$ cat config.mk
export PLATFORM = sky130hd
export DESIGN_NAME = sync_fifo_param_flat
export DESIGN_NICKNAME = d
export VERILOG_FILES = /design/src/rtl/sync_fifo_param_pkg.sv /design/src/rtl/sync_fifo_param_if.sv /design/src/rtl/sync_fifo_param_dpram.sv /design/src/rtl/sync_fifo_param.sv /design/src/flat_wrapper.sv
export SDC_FILE = /design/constraint.sdc
export NUM_CORES = 2
export LEC_CHECK = 0
export CAP_MARGIN = 10
export CORE_MARGIN = 1
export CORE_UTILIZATION = 57
export CTS_CLUSTER_DIAMETER = 60
export DETAILED_ROUTE_END_ITERATION = 8
export GPL_TIMING_DRIVEN = 0
export PLACE_DENSITY_LB_ADDON = 0.25
export SYNTH_ARGS = -nofsm -noshare
export SYNTH_HDL_FRONTEND = slang
export SYNTH_HIERARCHICAL = 1
export SYNTH_SLANG_ARGS = --single-unit
$ cat constraint.sdc
create_clock -name clk -period 3.8 [get_ports clk]
set_input_delay 0.76 -clock clk [delete_from_list [all_inputs] [get_ports clk]]
set_output_delay 0.76 -clock clk [all_outputs]
set_load 0.005 [all_outputs]
$ cat src/rtl/sync_fifo_param_pkg.sv
// Shared definitions for sync_fifo_param: pointer-width helper, default
// geometry and parameter-legality helpers used by the FIFO top level.
package fifo_pkg;

    localparam int DEF_WIDTH = 8;
    localparam int DEF_DEPTH = 256;

    // Pointer width: address bits plus one wrap bit.
    function automatic int ptr_w(input int depth);
        return $clog2(depth) + 1;
    endfunction

    // True when n is a non-zero power of two.
    function automatic bit is_pow2(input int n);
        return (n > 0) && ((n & (n - 1)) == 0);
    endfunction

    // Geometry and threshold legality: depth is a power of two of at least 4,
    // and the almost-empty level sits strictly below almost-full.
    function automatic bit params_ok(input int width, input int depth,
                                     input int ae_level, input int af_level);
        return (width >= 1) && is_pow2(depth) && (depth >= 4) &&
               (ae_level < af_level) && (af_level <= depth);
    endfunction

endpackage

$ cat src/rtl/sync_fifo_param_if.sv
// Handshake bundle between sync_fifo_param and its producer/consumer.
// master: the side issuing writes/reads; slave: the FIFO itself.
interface sync_fifo_param_if
    import fifo_pkg::*;
#(
    parameter int WIDTH = DEF_WIDTH,
    parameter int DEPTH = DEF_DEPTH
);

    localparam int CW = ptr_w(DEPTH);

    logic             wen;
    logic [WIDTH-1:0] din;
    logic             ren;
    logic [WIDTH-1:0] dout;
    logic             full;
    logic             empty;
    logic             almost_full;
    logic             almost_empty;
    logic [CW-1:0]    count;
    logic             overflow;
    logic             underflow;
    logic             clr_err;

    modport master (
        output wen, din, ren, clr_err,
        input  dout, full, empty, almost_full, almost_empty,
               count, overflow, underflow
    );

    modport slave (
        input  wen, din, ren, clr_err,
        output dout, full, empty, almost_full, almost_empty,
               count, overflow, underflow
    );

endinterface

$ cat src/rtl/sync_fifo_param_dpram.sv
// Simple dual-port RAM for the FIFO storage: one write port, one
// synchronous read port. No reset so it maps onto block RAM.
module fifo_dpram #(
    parameter int WIDTH = 8,
    parameter int DEPTH = 256,
    parameter int AW    = $clog2(DEPTH)
) (
    input  logic             clk,
    input  logic             wen,
    input  logic [AW-1:0]    waddr,
    input  logic [WIDTH-1:0] din,
    input  logic             ren,
    input  logic [AW-1:0]    raddr,
    output logic [WIDTH-1:0] dout
);

    logic [WIDTH-1:0] mem [DEPTH];

    // Write port.
    always_ff @(posedge clk) begin
        if (wen) begin
            mem[waddr] <= din;
        end
    end

    // Registered read port; output holds when ren is low.
    always_ff @(posedge clk) begin
        if (ren) begin
            dout <= mem[raddr];
        end
    end

endmodule

$ cat src/rtl/sync_fifo_param.sv
// Parametrised single-clock FIFO with occupancy count, almost-full/empty
// thresholds and sticky overflow/underflow flags.
// Compile option FIFO_FWFT_EN selects first-word-fall-through output;
// without it, read data is registered and valid the cycle after ren.
module sync_fifo_param
    import fifo_pkg::*;
#(
    parameter int WIDTH    = DEF_WIDTH,
    parameter int DEPTH    = DEF_DEPTH,
    parameter int AF_LEVEL = DEPTH - 4,
    parameter int AE_LEVEL = 4
) (
    input  logic              clk,
    input  logic              rst_,
    sync_fifo_param_if.slave  bus
);

    localparam int PW = ptr_w(DEPTH);
    localparam int AW = PW - 1;

    localparam logic [PW-1:0] DEPTH_C = PW'(DEPTH);
    localparam logic [PW-1:0] AF_C    = PW'(AF_LEVEL);
    localparam logic [PW-1:0] AE_C    = PW'(AE_LEVEL);

    if (!params_ok(WIDTH, DEPTH, AE_LEVEL, AF_LEVEL)) begin : g_bad_params
        $error("sync_fifo_param: illegal WIDTH/DEPTH/AE_LEVEL/AF_LEVEL");
    end

    logic [PW-1:0]    wptr;
    logic [PW-1:0]    rptr;
    logic [PW-1:0]    count;
    logic [PW-1:0]    wptr_next;
    logic [PW-1:0]    rptr_next;
    logic [PW-1:0]    count_next;
    logic             wr_acc;
    logic             rd_acc;
    logic             full;
    logic             empty;
    logic             almost_full;
    logic             almost_empty;
    logic             overflow;
    logic             underflow;
    logic             ram_ren;
    logic [AW-1:0]    ram_raddr;
    logic [WIDTH-1:0] ram_q;
    logic             live;

    // Accept decisions use registered flags only; next-state for pointers and count.
    always_comb begin
        wr_acc     = bus.wen && !full;
        rd_acc     = bus.ren && !empty;
        wptr_next  = wptr + {{(PW-1){1'b0}}, wr_acc};
        rptr_next  = rptr + {{(PW-1){1'b0}}, rd_acc};
        count_next = count + {{(PW-1){1'b0}}, wr_acc} - {{(PW-1){1'b0}}, rd_acc};
    end

    // Pointers, occupancy and status flags all move on the same edge.
    always_ff @(posedge clk or negedge rst_) begin
        if (!rst_) begin
            wptr         <= '0;
            rptr         <= '0;
            count        <= '0;
            full         <= 1'b0;
            empty        <= 1'b1;
            almost_full  <= 1'b0;
            almost_empty <= 1'b1;
        end else begin
            wptr         <= wptr_next;
            rptr         <= rptr_next;
            count        <= count_next;
            full         <= (count_next == DEPTH_C);
            empty        <= (count_next == '0);
            almost_full  <= (count_next >= AF_C);
            almost_empty <= (count_next <= AE_C);
        end
    end

    // Sticky error flags; a new error in the same cycle as clr_err wins.
    always_ff @(posedge clk or negedge rst_) begin
        if (!rst_) begin
            overflow  <= 1'b0;
            underflow <= 1'b0;
        end else begin
            if (bus.wen && full) begin
                overflow <= 1'b1;
            end else if (bus.clr_err) begin
                overflow <= 1'b0;
            end
            if (bus.ren && empty) begin
                underflow <= 1'b1;
            end else if (bus.clr_err) begin
                underflow <= 1'b0;
            end
        end
    end

    fifo_dpram #(
        .WIDTH (WIDTH),
        .DEPTH (DEPTH),
        .AW    (AW)
    ) u_ram (
        .clk   (clk),
        .wen   (wr_acc),
        .waddr (wptr[AW-1:0]),
        .din   (bus.din),
        .ren   (ram_ren),
        .raddr (ram_raddr),
        .dout  (ram_q)
    );

`ifdef FIFO_FWFT_EN
    // Look-ahead read: the RAM always fetches the entry that will be at the
    // head after this edge. When that entry is being written on this same
    // edge the RAM returns stale data, so din is captured into a bypass
    // register and selected instead.
    logic             load;
    logic             byp_hit;
    logic             byp_sel;
    logic [WIDTH-1:0] byp_data;

    always_comb begin
        load      = (count_next != '0);
        byp_hit   = wr_acc && (wptr == rptr_next);
        ram_ren   = load;
        ram_raddr = rptr_next[AW-1:0];
    end

    // Head-select control; holds while the FIFO is (or becomes) empty.
    always_ff @(posedge clk or negedge rst_) begin
        if (!rst_) begin
            live    <= 1'b0;
            byp_sel <= 1'b0;
        end else if (load) begin
            live    <= 1'b1;
            byp_sel <= byp_hit;
        end
    end

    // Bypass data capture for a write landing directly at the head.
    always_ff @(posedge clk) begin
        if (load && byp_hit) begin
            byp_data <= bus.din;
        end
    end

    assign bus.dout = !live   ? '0 :
                      byp_sel ? byp_data : ram_q;
`else
    always_comb begin
        ram_ren   = rd_acc;
        ram_raddr = rptr[AW-1:0];
    end

    // Output is forced to zero until the first accepted read after reset.
    always_ff @(posedge clk or negedge rst_) begin
        if (!rst_) begin
            live <= 1'b0;
        end else if (rd_acc) begin
            live <= 1'b1;
        end
    end

    assign bus.dout = live ? ram_q : '0;
`endif

    assign bus.full         = full;
    assign bus.empty        = empty;
    assign bus.almost_full  = almost_full;
    assign bus.almost_empty = almost_empty;
    assign bus.count        = count;
    assign bus.overflow     = overflow;
    assign bus.underflow    = underflow;

endmodule
$ cat src/flat_wrapper.sv
// flat-port wrapper written by rule: the top's interface ports become plain ports
module sync_fifo_param_flat import fifo_pkg::*;
#(
    parameter int WIDTH    = DEF_WIDTH,
    parameter int DEPTH    = DEF_DEPTH,
    parameter int AF_LEVEL = DEPTH - 4,
    parameter int AE_LEVEL = 4
)
  (clk, rst_, bus_wen, bus_din, bus_ren, bus_clr_err, bus_dout, bus_full, bus_empty, bus_almost_full, bus_almost_empty, bus_count, bus_overflow, bus_underflow);
  sync_fifo_param_if #(.WIDTH(WIDTH), .DEPTH(DEPTH)) bus_i ();
  input  logic clk;
  input  logic rst_;
  input wire logic [$bits(bus_i.wen)-1:0] bus_wen;
  input wire logic [$bits(bus_i.din)-1:0] bus_din;
  input wire logic [$bits(bus_i.ren)-1:0] bus_ren;
  input wire logic [$bits(bus_i.clr_err)-1:0] bus_clr_err;
  output wire logic [$bits(bus_i.dout)-1:0] bus_dout;
  output wire logic [$bits(bus_i.full)-1:0] bus_full;
  output wire logic [$bits(bus_i.empty)-1:0] bus_empty;
  output wire logic [$bits(bus_i.almost_full)-1:0] bus_almost_full;
  output wire logic [$bits(bus_i.almost_empty)-1:0] bus_almost_empty;
  output wire logic [$bits(bus_i.count)-1:0] bus_count;
  output wire logic [$bits(bus_i.overflow)-1:0] bus_overflow;
  output wire logic [$bits(bus_i.underflow)-1:0] bus_underflow;
  assign bus_i.wen = bus_wen;
  assign bus_i.din = bus_din;
  assign bus_i.ren = bus_ren;
  assign bus_i.clr_err = bus_clr_err;
  assign bus_dout = bus_i.dout;
  assign bus_full = bus_i.full;
  assign bus_empty = bus_i.empty;
  assign bus_almost_full = bus_i.almost_full;
  assign bus_almost_empty = bus_i.almost_empty;
  assign bus_count = bus_i.count;
  assign bus_overflow = bus_i.overflow;
  assign bus_underflow = bus_i.underflow;
  sync_fifo_param #(.WIDTH(WIDTH), .DEPTH(DEPTH), .AF_LEVEL(AF_LEVEL), .AE_LEVEL(AE_LEVEL)) u_core (.clk(clk), .rst_(rst_), .bus(bus_i));
endmodule
# Word level (Yosys, flattened, before mapping)
# Memory sizes are Yosys's and may differ from the RTL's. A register that Yosys moved wholly into a read port is not among the register bits.
# Cells that the tools add are included.
# op_classes
n_addsub	4
order_cmp	2
n_eq_ne	1
mux	6
reduce_logical	9
# op_table
op	count
adder 9 x 1 -> 9 bit	3
equality test 9 bit, second input constant	1
greater-or-equal comparator 9 x 8 -> 1 bit, second input constant	1
less-or-equal comparator 9 x 3 -> 1 bit, second input constant	1
logical NOT 9 bit	1
subtractor 9 x 1 -> 9 bit	1
2-to-1 mux 8 bit	1
2-to-1 mux 1 bit	5
logical AND 1 bit	4
nonzero test 2 bit	2
logical NOT 1 bit	2
# word_totals
reg_bits	34
ramBits	2048
input_bits	13
out_inout_bits	23
wordCells	33
mem_count	1
# mem_list
memory	depth	word_bits	read_ports	rd_ports_with_merged_regs	write_ports	line	source
u_core.u_ram.mem	256	8	1	1	1	sync_fifo_param_dpram.sv:17	logic [WIDTH-1:0] mem [DEPTH];

# Logic depth before layout (Yosys ltp)
# logic_depth
ltp_word	5
ltp_mapped	13
ltp_nobuf	13

# Modules after synthesis
# Netlist, hierarchy kept.
# by_module_without_submodules
module	n_inst	cells_per_inst	area_per_inst_um2	seq_area_each_um2
fifo_dpram	1	3733	79636.4	61739.2
sync_fifo_param	1	158	1745.4	803.3

# Worst setup path before layout
# No wires, ideal clock.
# synth_path
kind	input -> register
start	input port bus_ren
end	register u_core.almost_empty (netlist: u_core/bus.almost_empty)
setup_ns	0.089
arrival_time_ns	2.939
t_required_ns	3.711
slack_ns	0.772
cell_stages	13
path_buffers	0
cell_sequence	nand2b_1 -> inv_1 -> nand2b_1 -> nand2_1 -> ha_1 -> inv_1 -> fa_1 -> nor2b_4 -> o2111ai_1 -> a32oi_2 -> xnor2_2 -> inv_2 -> nor4b_2
# synth_via
elab_chain_cells	3
# synth_rtl
item	line	source
from (decl)	flat_wrapper.sv:15	input wire logic [$bits(bus_i.ren)-1:0] bus_ren;
logical AND 1 bit	sync_fifo_param.sv:51	rd_acc = bus.ren && !empty;
named net u_core.ram_ren	sync_fifo_param.sv:43	logic ram_ren;
subtractor 9 x 1 -> 9 bit	sync_fifo_param.sv:54	count_next = count + {{(PW-1){1'b0}}, wr_acc} - {{(PW-1){1'b0}}, rd_acc};
named net u_core.count_next[8]	sync_fifo_param.sv:34	logic [PW-1:0] count_next;
less-or-equal comparator 9 x 3 -> 1 bit	sync_fifo_param.sv:74	almost_empty <= (count_next <= AE_C);
to (signal assigned)	sync_fifo_param.sv:74	
to (decl)	sync_fifo_param.sv:40	logic almost_empty;
# The timed path passes the listed nets, and every way through them passes these cells.
# A chain may end at the register's enable or synchronous reset.

==> qor.csv <==
stage,metric,value,unit
clock_network,cts-root-buf,clkbuf_16,
global_routing,grt_pass1_wl,323000,um
drt,m1WireLength,81900,um
pwr,power_density,736,mW/mm^2
global_routing,grt_max_degree,154,
layout,area_delta_synth_final,12.7,%
placed_design,dp_hpwl,153000,um
worst_hold_path,hold_start,bus_din[4],
clock_network,htreeDepth,4,
critical_path,crit_fanout,10,
outcome,outcome,"finished, violations left",
drt,met2_wirelength,106000,um
critical_path,r2r_end,u_core/u_ram/dout[7],
critical_path,rr_startpoint,u_core/rptr[2],
floorplan,floorplan.io_pins,36,
pwr,peakVddDrop,599,uV
drt,postRouteAntennaNets,0,
worst_hold_path,hold_depth,1,
drt,wire_per_inst,37.9,um
floorplan,rows,138,
drt,drt_iter0_drc,7224,
critical_path,required,4360,ps
critical_path,r2r.worst_path.cells,8,
drt,drt-pass1-iter-count,6,
run,cap_viol_max_count,0,
layout,nets,4177,
yosys,synth.avg_cell_area,20.9,sq um
placed_design,place_ws,-1230,ps
sta,final-max-slew-violation-count,0,
sta,grt_setup_unrepaired,true,
floorplan,die_area,0.144,sq mm
yosys,synth_area,0.0814,sq mm
sta,setup_violations,6,
global_routing,antenna_found_initial,5,
critical_path,worst-setup-path-type,reg -> reg,
floorplan,start_util,57.5,%
yosys,synth_edf_count,2056,
sta,whs,359,ps
placed_design,place_congestion,0.978,
yosys,synth_ff_type,edfxtp_1,
yosys,synthArstFlopShare,1.53,%
clock_network,clk_pin_slew,60,ps
drt,drcViolationCount,0,
outcome,violations,negative setup slack,
global_routing,track_usage,32.6,%
sta,fmax,254,MHz
global_routing,grt_pass1_vias,41700,
sta,slew_headroom,12.9,%
sta,finalCritPeriodShare,103,%
yosys,synthTopCellsByArea,"edfxtp_1 (76%), mux4_2 (13%), mux2i_1 (1.6%)",
layout,multi_input_area,0.0180,sq mm
layout,layout_common_cells,"edfxtp_1 (2056), mux4_2 (454), clkbuf_16 (204), nor2_1 (152), mux2i_1 (134)",
critical_path,crit_path_start_kind,register,
yosys,syn-num-nets,3916,
clock_network,clock_latency,850,ps
global_routing,grt_overflow,0,
clock_network,clockBufferDepth,3,
worst_hold_path,hold_class,in -> reg,
worst_hold_path,min_to,u_core/u_ram/mem[210][4],
sta,clock_skew,59.7,ps
placed_design,io_buffers,35,
layout,register_area,0.0625,sq mm
yosys,synth.distinct_cells,77,
critical_path,crit_path_end_kind,register,
yosys,ys_ff_latch,2088,
clock_network,cts_tree,built,
floorplan,core_area,0.142,sq mm
drt,met3_length,33700,um
yosys,synth.yosys.warnings,6,
sta,hold_viol,0,
yosys,synth_top_area_share,75.9,%
sta,tightest_slew,1300,ps
layout,n_fill_cell,9315,
drt,routed_via_density,7.06,
clock_network,clock-sinks,2088,
critical_path,worstPathArrival,4490,ps
drt,routed_wl,235000,um
pwr,total_power,67600,uW
drt,maxUsedRoutingLayer,met5,
floorplan,die_y,380,um
drt,num_vias,43800,
sta,post-route-worst-setup-slack,-131,ps
layout,final_common_cell,edfxtp_1,
layout,drive_gt1_share,25.9,%
clock_network,cts_made_buffers,202,
yosys,syn_inst,3891,
floorplan,die_w,380,um
yosys,yosysTopAreaCell,edfxtp_1,
sta,min_period,3930,ps
yosys,ys_seq_area_share,76.9,%
pwr,p_leak,0.0285,uW
critical_path,worst-r2r-setup-slack,-130,ps
==> worst max-delay path: stages (launching register included) <==
cell and delay (ps):
dfrtp_1 510, buf_2 350, clkbuf_2 450, nand3b_1 660, o22ai_1 200, o21ai_0 320, nand3_1 220, nor4_2 740
nor4_1 190
==> state kept, by name (all words and copies together), names as in the netlist, 8 cells and up <==
name and count:
u_core/u_ram/mem 2048, u_core/bus.count 9, u_core/rptr 8, u_core/u_ram/dout 8, u_core/wptr 8
==> layer usage <==
| metal | up-vias | global-route usage (%) |
|---|---|---|
| li1 | 16800 | - |
| met2 | 3584 | 47.8 |
| met1 | 22800 | 45.1 |
| met4 | 4 | 16.5 |
| met3 | 606 | 9.71 |
| met5 | - | 0 |
==> cells by family (layout without fill, tap and decap cells) <==
family / count (synthesis) / after routing / share of synthesized area, %
other: 0 / 4 / 0
XOR/XNOR: 18 / 18 / 0.203
multiplexers: 592 / 592 / 14.3
adder cells (fa/ha/maj): 12 / 12 / 0.194
AND/OR/NAND/NOR: 520 / 520 / 2.99
AO/OA/AOI/OAI: 409 / 409 / 3.57
buffers and inverters: 252 / 674 / 1.89
flip-flops: 2088 / 2088 / 76.9
==> worst max-delay path by stage <==
stage	cells after the start	slack, ps	from	endpoint
after CTS	10	-20	u_core/rptr[1]	u_core/u_ram/dout[3]
final	8	-130	u_core/rptr[2]	u_core/u_ram/dout[7]
after global placement	1	-5940	bus_din[0]	u_core/u_ram/mem[61][0]
after global routing	8	-40	u_core/rptr[2]	u_core/u_ram/dout[4]
after detailed placement	7	-1230	bus_wen	u_core/u_ram/mem[100][0]
after floorplan	13	770	bus_ren	u_core/bus.almost_empty
==> cells in the mapped netlist, drive strengths merged, types with 28 or more instances <==
cell    instances
buf           124
mux2i         134
dfrtp          30
a22oi         133
mux4          456
nand2          41
edfxtp       2056
nor2b          33
o22ai          28
nand3          44
a21oi         103
clkbuf        111
nor4           29
o221ai         47
nor2          285
==> what timing repair did <==
action	4_1_cts	5_1_grt
hold buffers	1	0
buffers inserted	2	3
hold endpoints to repair	14	0
setup endpoints to repair	1178	365
resized for setup	221	62
pin swaps	1	1
==> per-stage QoR <==
stage / std cells / util (%) / area (sq um) / TNS, ps
floorplan: 3891 / - / 81400 / 0
global placement: 5816 / 59.4 / 84100 / -
detailed placement: 5834 / 59.7 / 84500 / -1534590
CTS: 6201 / 64.7 / 91600 / -232
global route: 6203 / 64.8 / 91700 / -36.3
finish: 6207 / 64.8 / 91800 / -424
==> cell type report <==
type                            count  area share (%)
Sequential cell                  2088            68.2
Multi-Input combinational cell   1551            19.6
Clock buffer                      241            5.71
Tap cell                         1890            2.58
Buffer                            233            1.77
Clock inverter                    124            1.25
Timing Repair Buffer               59           0.855
Inverter                           17          0.0777
Antenna cell                        4          0.0109
==> power by group <==
group | switching (uW) | internal, uW | total, uW
Sequential | 253 | 25800 | 26000
Combinational | 14100 | 8030 | 22100
Clock | 8600 | 10800 | 19400
Total | 23000 | 44600 | 67600
Note: power is estimated with default switching activity, not from simulation.
